<file path="config.mk">
export PLATFORM = sky130hd
export DESIGN_NAME = ram_param_loader_flat
export DESIGN_NICKNAME = d
export VERILOG_FILES = /design/src/rtl/ram_param_loader_if.sv /design/src/rtl/ram_param_loader.sv /design/src/flat_wrapper.sv
export SDC_FILE = /design/constraint.sdc
export NUM_CORES = 1
export LEC_CHECK = 0
export CAP_MARGIN = 40
export CORE_MARGIN = 5
export CORE_UTILIZATION = 45
export DETAILED_ROUTE_END_ITERATION = 16
export PLACE_DENSITY = 0.61
export RECOVER_POWER = 25
export SLEW_MARGIN = 25
export SYNTH_ARGS = -nofsm -noshare
export SYNTH_HDL_FRONTEND = slang
export SYNTH_SLANG_ARGS = --single-unit
</file>
<file path="constraint.sdc">
create_clock -name clk -period 7.1 [get_ports clk]
set_input_delay 0.71 -clock clk [delete_from_list [all_inputs] [get_ports clk]]
set_output_delay 0.71 -clock clk [all_outputs]
set_load 0.005 [all_outputs]
</file>
<file path="src/rtl/ram_param_loader_if.sv">
// CPU-slot bus plus loader/clear side-band of the SAP RAM.
// The slave modport is the RAM; the master modport is the CPU/boot controller.
interface ram_param_loader_if #(
  parameter int DATA_WIDTH = 8,
  parameter int ADDR_WIDTH = 4
);
  logic                  we;
  logic [ADDR_WIDTH-1:0] address;
  logic [DATA_WIDTH-1:0] data_in;
  logic [DATA_WIDTH-1:0] data_out;
  logic                  clear_req;
  logic                  load_start;
  logic                  load_valid;
  logic [DATA_WIDTH-1:0] load_data;
  logic                  load_last;
  logic                  load_ready;
  logic                  busy;
  logic [ADDR_WIDTH:0]   load_count;

  modport slave (
    input  we, address, data_in, clear_req, load_start, load_valid, load_data, load_last,
    output data_out, load_ready, busy, load_count
  );

  modport master (
    output we, address, data_in, clear_req, load_start, load_valid, load_data, load_last,
    input  data_out, load_ready, busy, load_count
  );
endinterface

</file>
<file path="src/rtl/ram_param_loader.sv">
// Parametrised single-port RAM with a hardware clear engine and a streaming
// program-load port; the CPU side works only while the engine is idle.
module ram_param_loader #(
  parameter int DATA_WIDTH     = 8,
  parameter int ADDR_WIDTH     = 4,
  parameter bit CLEAR_ON_RESET = 1'b0
) (
  input  logic             clk,
  input  logic             reset_n,
  ram_param_loader_if.slave bus
);
  localparam int DEPTH = 2 ** ADDR_WIDTH;
  localparam logic [ADDR_WIDTH-1:0] PTR_LAST = ADDR_WIDTH'(DEPTH - 1);

  typedef enum logic [1:0] {S_IDLE, S_CLEAR, S_LOAD} state_e;

  state_e                state_q, state_d;
  logic [ADDR_WIDTH-1:0] ptr_q, ptr_d;
  logic [ADDR_WIDTH:0]   load_count_q, load_count_d;
  logic [DATA_WIDTH-1:0] data_out_q, data_out_d;

  logic [DATA_WIDTH-1:0] mem [DEPTH];
  logic                  mem_we;
  logic [ADDR_WIDTH-1:0] mem_waddr;
  logic [DATA_WIDTH-1:0] mem_wdata;

  always_comb begin
    state_d      = state_q;
    ptr_d        = ptr_q;
    load_count_d = load_count_q;
    data_out_d   = data_out_q;
    mem_we       = 1'b0;
    mem_waddr    = ptr_q;
    mem_wdata    = '0;

    unique case (state_q)
      S_IDLE: begin
        // read samples the array before this edge's write: old data on collision
        data_out_d = mem[bus.address];
        if (bus.we) begin
          mem_we    = 1'b1;
          mem_waddr = bus.address;
          mem_wdata = bus.data_in;
        end
        if (bus.load_start) begin
          state_d      = S_LOAD;
          ptr_d        = '0;
          load_count_d = '0;
        end
      end
      S_CLEAR: begin
        mem_we = 1'b1;
        ptr_d  = ptr_q + ADDR_WIDTH'(1);
        if (ptr_q == PTR_LAST) state_d = S_IDLE;
      end
      S_LOAD: begin
        if (bus.load_valid) begin
          mem_we       = 1'b1;
          mem_wdata    = bus.load_data;
          ptr_d        = ptr_q + ADDR_WIDTH'(1);
          load_count_d = load_count_q + (ADDR_WIDTH+1)'(1);
          if (bus.load_last || ptr_q == PTR_LAST) state_d = S_IDLE;
        end
      end
      default: state_d = S_IDLE;
    endcase

    // clear_req overrides everything; a beat offered in the same cycle is dropped
    if (bus.clear_req) begin
      state_d = S_CLEAR;
      ptr_d   = '0;
      if (state_q == S_LOAD) begin
        mem_we       = 1'b0;
        load_count_d = load_count_q;
      end
    end
  end

  always_ff @(posedge clk or negedge reset_n) begin
    if (!reset_n) begin
      if (CLEAR_ON_RESET) state_q <= S_CLEAR;
      else                state_q <= S_IDLE;
      ptr_q        <= '0;
      load_count_q <= '0;
      data_out_q   <= '0;
    end else begin
      state_q      <= state_d;
      ptr_q        <= ptr_d;
      load_count_q <= load_count_d;
      data_out_q   <= data_out_d;
    end
  end

  always_ff @(posedge clk) begin
    if (mem_we) mem[mem_waddr] <= mem_wdata;
  end

  assign bus.data_out   = data_out_q;
  assign bus.busy       = (state_q != S_IDLE);
  assign bus.load_ready = (state_q == S_LOAD);
  assign bus.load_count = load_count_q;
endmodule

</file>
<file path="src/flat_wrapper.sv">
// flat-port wrapper written by rule: the top's interface ports become plain ports
module ram_param_loader_flat 
#(
  parameter int DATA_WIDTH     = 8,
  parameter int ADDR_WIDTH     = 4,
  parameter bit CLEAR_ON_RESET = 1'b0
)
  (clk, reset_n, bus_we, bus_address, bus_data_in, bus_clear_req, bus_load_start, bus_load_valid, bus_load_data, bus_load_last, bus_data_out, bus_load_ready, bus_busy, bus_load_count);
  ram_param_loader_if #(.DATA_WIDTH(DATA_WIDTH), .ADDR_WIDTH(ADDR_WIDTH)) bus_i ();
  input  logic clk;
  input  logic reset_n;
  input wire logic [$bits(bus_i.we)-1:0] bus_we;
  input wire logic [$bits(bus_i.address)-1:0] bus_address;
  input wire logic [$bits(bus_i.data_in)-1:0] bus_data_in;
  input wire logic [$bits(bus_i.clear_req)-1:0] bus_clear_req;
  input wire logic [$bits(bus_i.load_start)-1:0] bus_load_start;
  input wire logic [$bits(bus_i.load_valid)-1:0] bus_load_valid;
  input wire logic [$bits(bus_i.load_data)-1:0] bus_load_data;
  input wire logic [$bits(bus_i.load_last)-1:0] bus_load_last;
  output wire logic [$bits(bus_i.data_out)-1:0] bus_data_out;
  output wire logic [$bits(bus_i.load_ready)-1:0] bus_load_ready;
  output wire logic [$bits(bus_i.busy)-1:0] bus_busy;
  output wire logic [$bits(bus_i.load_count)-1:0] bus_load_count;
  assign bus_i.we = bus_we;
  assign bus_i.address = bus_address;
  assign bus_i.data_in = bus_data_in;
  assign bus_i.clear_req = bus_clear_req;
  assign bus_i.load_start = bus_load_start;
  assign bus_i.load_valid = bus_load_valid;
  assign bus_i.load_data = bus_load_data;
  assign bus_i.load_last = bus_load_last;
  assign bus_data_out = bus_i.data_out;
  assign bus_load_ready = bus_i.load_ready;
  assign bus_busy = bus_i.busy;
  assign bus_load_count = bus_i.load_count;
  ram_param_loader #(.DATA_WIDTH(DATA_WIDTH), .ADDR_WIDTH(ADDR_WIDTH), .CLEAR_ON_RESET(CLEAR_ON_RESET)) u_core (.clk(clk), .reset_n(reset_n), .bus(bus_i));
endmodule
</file>
# [Yosys cells after proc, flatten, opt, wreduce, memory -nomap -nowiden]
# Memory sizes are Yosys's and may differ from the RTL's. A register that Yosys moved wholly into a read port is not among the register bits.
# Index checks and enable logic that the tools add are counted.
[op_classes] n_addsub=2 eq_ne=8 n_mux=27 reduce_logical=7
[op_table] op="two-way mux 4 bit" n=5
[op_table] op="two-way mux 5 bit" n=4
[op_table] op="two-way mux 8 bit" n=2
[op_table] op="one-hot mux 8 bit (2 select lines)" n=1
[op_table] op="one-hot mux 4 bit (3 select lines)" n=1
[op_table] op="two-way mux 2 bit" n=5
[op_table] op="one-hot mux 5 bit (2 select lines)" n=1
[op_table] op="two-way mux 1 bit" n=6
[op_table] op="inequality test 3 x 2 -> 1 bit (second input constant)" n=2
[op_table] op="inequality test 3 bit (second input constant)" n=2
[op_table] op="one-hot mux 2 bit (3 select lines)" n=1
[op_table] op="adder 5 x 1 -> 5 bit (second input constant)" n=1
[op_table] op="adder 4 x 1 -> 4 bit (second input constant)" n=1
[op_table] op="== test 4 bit (second input constant)" n=1
[op_table] op="AND reduction 4 bit" n=1
[op_table] op="nonzero test 4 bit" n=1
[op_table] op="one-hot mux 1 bit (3 select lines)" n=1
[op_table] op="AND reduction 3 bit" n=1
[op_table] op="== test 2 x 1 -> 1 bit (second input constant)" n=1
[op_table] op="== test 2 bit (second input constant)" n=1
[op_table] op="logical NOT 2 bit" n=1
[op_table] op="inequality test 2 bit (second input constant)" n=1
[op_table] op="nonzero test 2 bit" n=1
[op_table] op="logical NOT 1 bit" n=1
[op_table] op="logical OR 1 bit" n=1
[totals] ff_bits=11 mem_bits_rw=128 out_inout_bits=15 wordCells=48 n_memories=1
[memory_table] name="u_core.mem" words=16 width=8 read_ports=1 rd_ports_with_merged_regs=1 wr=1 line_no="ram_param_loader.sv:22" rtl="logic [DATA_WIDTH-1:0] mem [DEPTH];"

# [Depth between registers and ports, before layout]
[depth] depth_word=6 mapped_depth=7

# [Worst setup path after synthesis]
# OpenSTA, ideal clock, no wires.
[synth_path] kind="input to register" startpoint="in bus_address[1]" endpoint="mem u_core.mem[13][0] (enable)" arrival_ns=2.164 required_ns=6.730 path_slack_ns=4.566 cell_stages=5 n_path_buf=2 cell_sequence="buf_2 -> buf_2 -> mux2_2 -> or3_1 -> nor2_1"
[synth_between] elab_chain_len=2
[synth_lines] element="start, declared" line_no="flat_wrapper.sv:13" rtl="input wire logic [$bits(bus_i.address)-1:0] bus_address;"
[synth_lines] element="two-way mux 4 bit" line_no="ram_param_loader.sv:40" rtl="if (bus.we) begin"
[synth_lines] element="two-way mux 4 bit" line_no="ram_param_loader.sv:36" rtl="unique case (state_q)"
[synth_lines] element="end, declared" line_no="ram_param_loader.sv:22"
# No other way between the ends.

# [Worst setup path after layout]
[layout_path] startpoint="reg u_core.state_q[0]" endpoint="mem u_core.mem[3][2] (enable)"
[layout_between] elab_chain_len=6
[layout_lines] element="start, declared" line_no="ram_param_loader.sv:17" rtl="state_e state_q, state_d;"
[layout_lines] element="start signal, assigned" line_no="ram_param_loader.sv:87" rtl="state_q <= state_d;"
[layout_lines] element="== test 2 bit, or another cell as far along" line_no="ram_param_loader.sv:36, ram_param_loader.sv:72"
[layout_lines] element="one-hot mux 1 bit (3 select lines)" line_no="ram_param_loader.sv:36"
[layout_lines] element="two-way mux 1 bit" line_no="ram_param_loader.sv:72" rtl="if (state_q == S_LOAD) begin"
[layout_lines] element="two-way mux 1 bit" line_no="ram_param_loader.sv:69" rtl="if (bus.clear_req) begin"
[layout_lines] element="two-way mux 1 bit" line_no="ram_param_loader.sv:95" rtl="if (mem_we) mem[mem_waddr] <= mem_wdata;"
[layout_lines] element="two-way mux 1 bit (implied by the code)" line_no="ram_param_loader.sv:95"
# Parallel ways exist; a longest one is shown, timed or not.

==> results.json <==
{
  "reg2reg_depth": 6,
  "netlist_instances": 337,
  "grt_pass1_vias": 3335,
  "critical_path.startpoint": "u_core.state_q[0]$_DFFE_PN0P_",
  "synth_top_area_share_pct": 63.2,
  "critPathMaxStageDelay_ns": 0.79,
  "areaGrowthSynthToFinish_pct": 18.7,
  "power_uw": 2080,
  "crit_chain": "inv_1 > ha_1 > and2_0 > mux2i_1 > or3_1 > nor2_1",
  "dr_total_vias": 3298,
  "antenna_found_initial": 0,
  "wl_per_cell_um": 24.1,
  "drive_above_1_share_pct": 14.8,
  "drtAntennaViolNets": 0,
  "critical_path_class": "reg2reg",
  "vdd_drop_max_v": 0.000165,
  "fmax_ghz": 0.272,
  "cts_resized": 0,
  "path_buf_inv": 1,
  "fp.dieArea_um2": 15900,
  "startpoint_type": "flip-flop",
  "status": "finished clean",
  "hold_viol": 0,
  "overflow": 0,
  "die_h_um": 126,
  "finalSetupTns_ns": 0,
  "seq_area_frac_synth_pct": 71.0,
  "io_pins": 42,
  "num-fill-cells": 1053,
  "rows": 42,
  "grt_usage_pct": 18.3,
  "synth_enable_flop_cells": 128,
  "place_area_um2": 6670,
  "fin_skew_ns": 0.00964,
  "clkTransAtPathRegs_ns": 0.06,
  "cts_tree": "done",
  "path_max_fanout": 25,
  "cts_sinks": 147,
  "multiInputGateArea_um2": 1630,
  "slowest_stage": "and2_0",
  "die_w_um": 126,
  "port_buffers": 41,
  "routed_wirelength_um": 13900,
  "antenna_cells": 0,
  "netlist_area_um2": 6080,
  "critPathTopFamily": "simple AND/OR/NAND/NOR gates",
  "syn_nets": 370,
  "ys_types": 39,
  "gp_congestion": 0.765,
  "powerDensity_nw_per_um2": 288,
  "synth_top_area_cell": "edfxtp_1",
  "drt_first_iter_violations": 354,
  "worst_pin_slew_ns": 0.889,
  "register_area_um2": 4320,
  "initial_core_util_pct": 45.9,
  "drt-vias-per-instance": 5.73,
  "grt_pass1_wl_um": 21200,
  "clockRootBuffer": "clkbuf_16",
  "hold_class": "reg2reg",
  "ys_ff_latch": 147,
  "crit_path_end": "u_core.mem[3][2]$_DFFE_PP_",
  "reg2reg_to": "u_core.mem[3][2]$_DFFE_PP_",
  "required_ns": 7.13,
  "yosysWarnings": 0,
  "synth_most_common_cell": "edfxtp_1",
  "clk_path_buf_depth": 2,
  "reg2reg_slack_ns": 3.42,
  "r2r-start": "u_core.state_q[0]$_DFFE_PN0P_",
  "period_share_pct": 51.8,
  "final_area_um2": 7220,
  "hp-start": "u_core.bus.load_count[4]$_DFFE_PN0P_",
  "dp_slack_ns": 3.66,
  "hpwl_um": 9460,
  "cap_violations": 0,
  "nets": 420,
  "relSlewSlack_pct": 40.8,
  "holdBufCountCts": 0,
  "grt_max_degree": 27,
  "cts_htree_levels": 4,
  "critical_path_arrival_ns": 3.71,
  "numCtsBuffers": 17,
  "setup_viol": 0,
  "post_cts_buffers": 0,
  "drc_errors": 0,
  "p_leak_uw": 0.00245,
  "yosys_most_used_dff": "edfxtp_1",
  "timing.final.ws_setup_ns": 3.42,
  "async_flop_share_pct": 12.9,
  "crit_cells": 6,
  "core_area_um2": 13200,
  "min_period_ns": 3.68,
  "dr.pass1.iters": 4,
  "syn_area_per_cell_um2": 18.1,
  "drv_slew": 0,
  "grt_setup_unrepaired": "no",
  "yosys-top-cells-count": "128 x edfxtp_1, 24 x mux4_2, 21 x nor2_1",
  "synth_area_leaders": "edfxtp_1 63%, mux4_2 8.9%, dfrtp_1 7.8%, mux4_1 3.5%, mux2_2 1.9%",
  "end_kind": "flip-flop",
  "worstSkewPairLatency_ns": 0.41
}
routing by layer:
layer  vias to the layer above  track usage [%]  wire [um]  part of all wire, %
met2                        91             28.2       6710                   48
li1                       1463                -          -                    -
met5                         -                0          0                    0
met1                      1734             26.5       6350                   46
met4                         0             5.11        115                 0.83
met3                        10             4.23        731                  5.3
placed cells by master (no fill, tap or decap), types with 7 or more instances in the layout:
cell type / instances
mux4_2: 24
a22o_1: 9
clkdlybuf4s50_1: 24
edfxtp_1: 128
a21oi_1: 12
mux4_1: 8
nor2_1: 21
inv_1: 9
clkbuf_16: 17
nand2b_1: 7
dlygate4sd3_1: 16
nand2_1: 8
dfrtp_1: 19
o22ai_1: 16
worst min-delay path by stage:
stage,end,cells after the start
global route,u_core.state_q[0]$_DFFE_PN0P_,1
detailed placement,u_core.bus.load_count[4]$_DFFE_PN0P_,2
global placement,u_core.state_q[0]$_DFFE_PN0P_,1
floorplan,u_core.bus.data_out[0]$_DFFE_PN0N_,0
CTS,u_core.ptr_q[1]$_DFFE_PN0P_,1
finish,u_core.bus.load_count[4]$_DFFE_PN0P_,2
worst min-delay path: stages, from the launching register on:
cell and delay [ns]:
dfrtp_1 0.36, xnor2_1 0.12, nor2_1 0.04
registers in the layout (all words and copies together) (netlist names):
signal / flops
u_core.mem: 128
u_core.bus.data_out: 8
u_core.bus.load_count: 5
u_core.ptr_q: 4
u_core.state_q: 2
where the power goes:
group          total [uW]  internal [uW]  leakage (uW)  switching (uW)
logic                 204           89.6      0.000745             115
clock network         867            544      0.000270             323
registers            1010            989       0.00143            19.0
total                2080           1620       0.00245             457
cells by family after synthesis:
family	share of synthesized area [%]
compound gates	5.96
flops	71.0
fa+ha+maj	1.23
mux	14.7
buf+inv	2.14
xor+xnor	0.432
simple gates	4.57
through the flow:
stage               instances  hold slack, ns  utilization, %
finish                    576           0.546            54.5
global route              576           0.581            54.5
detailed placement        542           0.543            50.3
CTS                       574           0.524            54.7
floorplan                 337           0.414               -
global placement          539           0.525            50.0
cell type report:
| class | count | area share, % |
|---|---|---|
| clock inverter | 13 | 1.96 |
| clock buffer | 19 | 5.99 |
| multi-input combinational | 165 | 22.5 |
| timing repair buffer | 47 | 6.20 |
| sequential | 147 | 59.8 |
| tap | 176 | 3.05 |
| inverter | 9 | 0.468 |
Power figures use the tool's default switching activity.
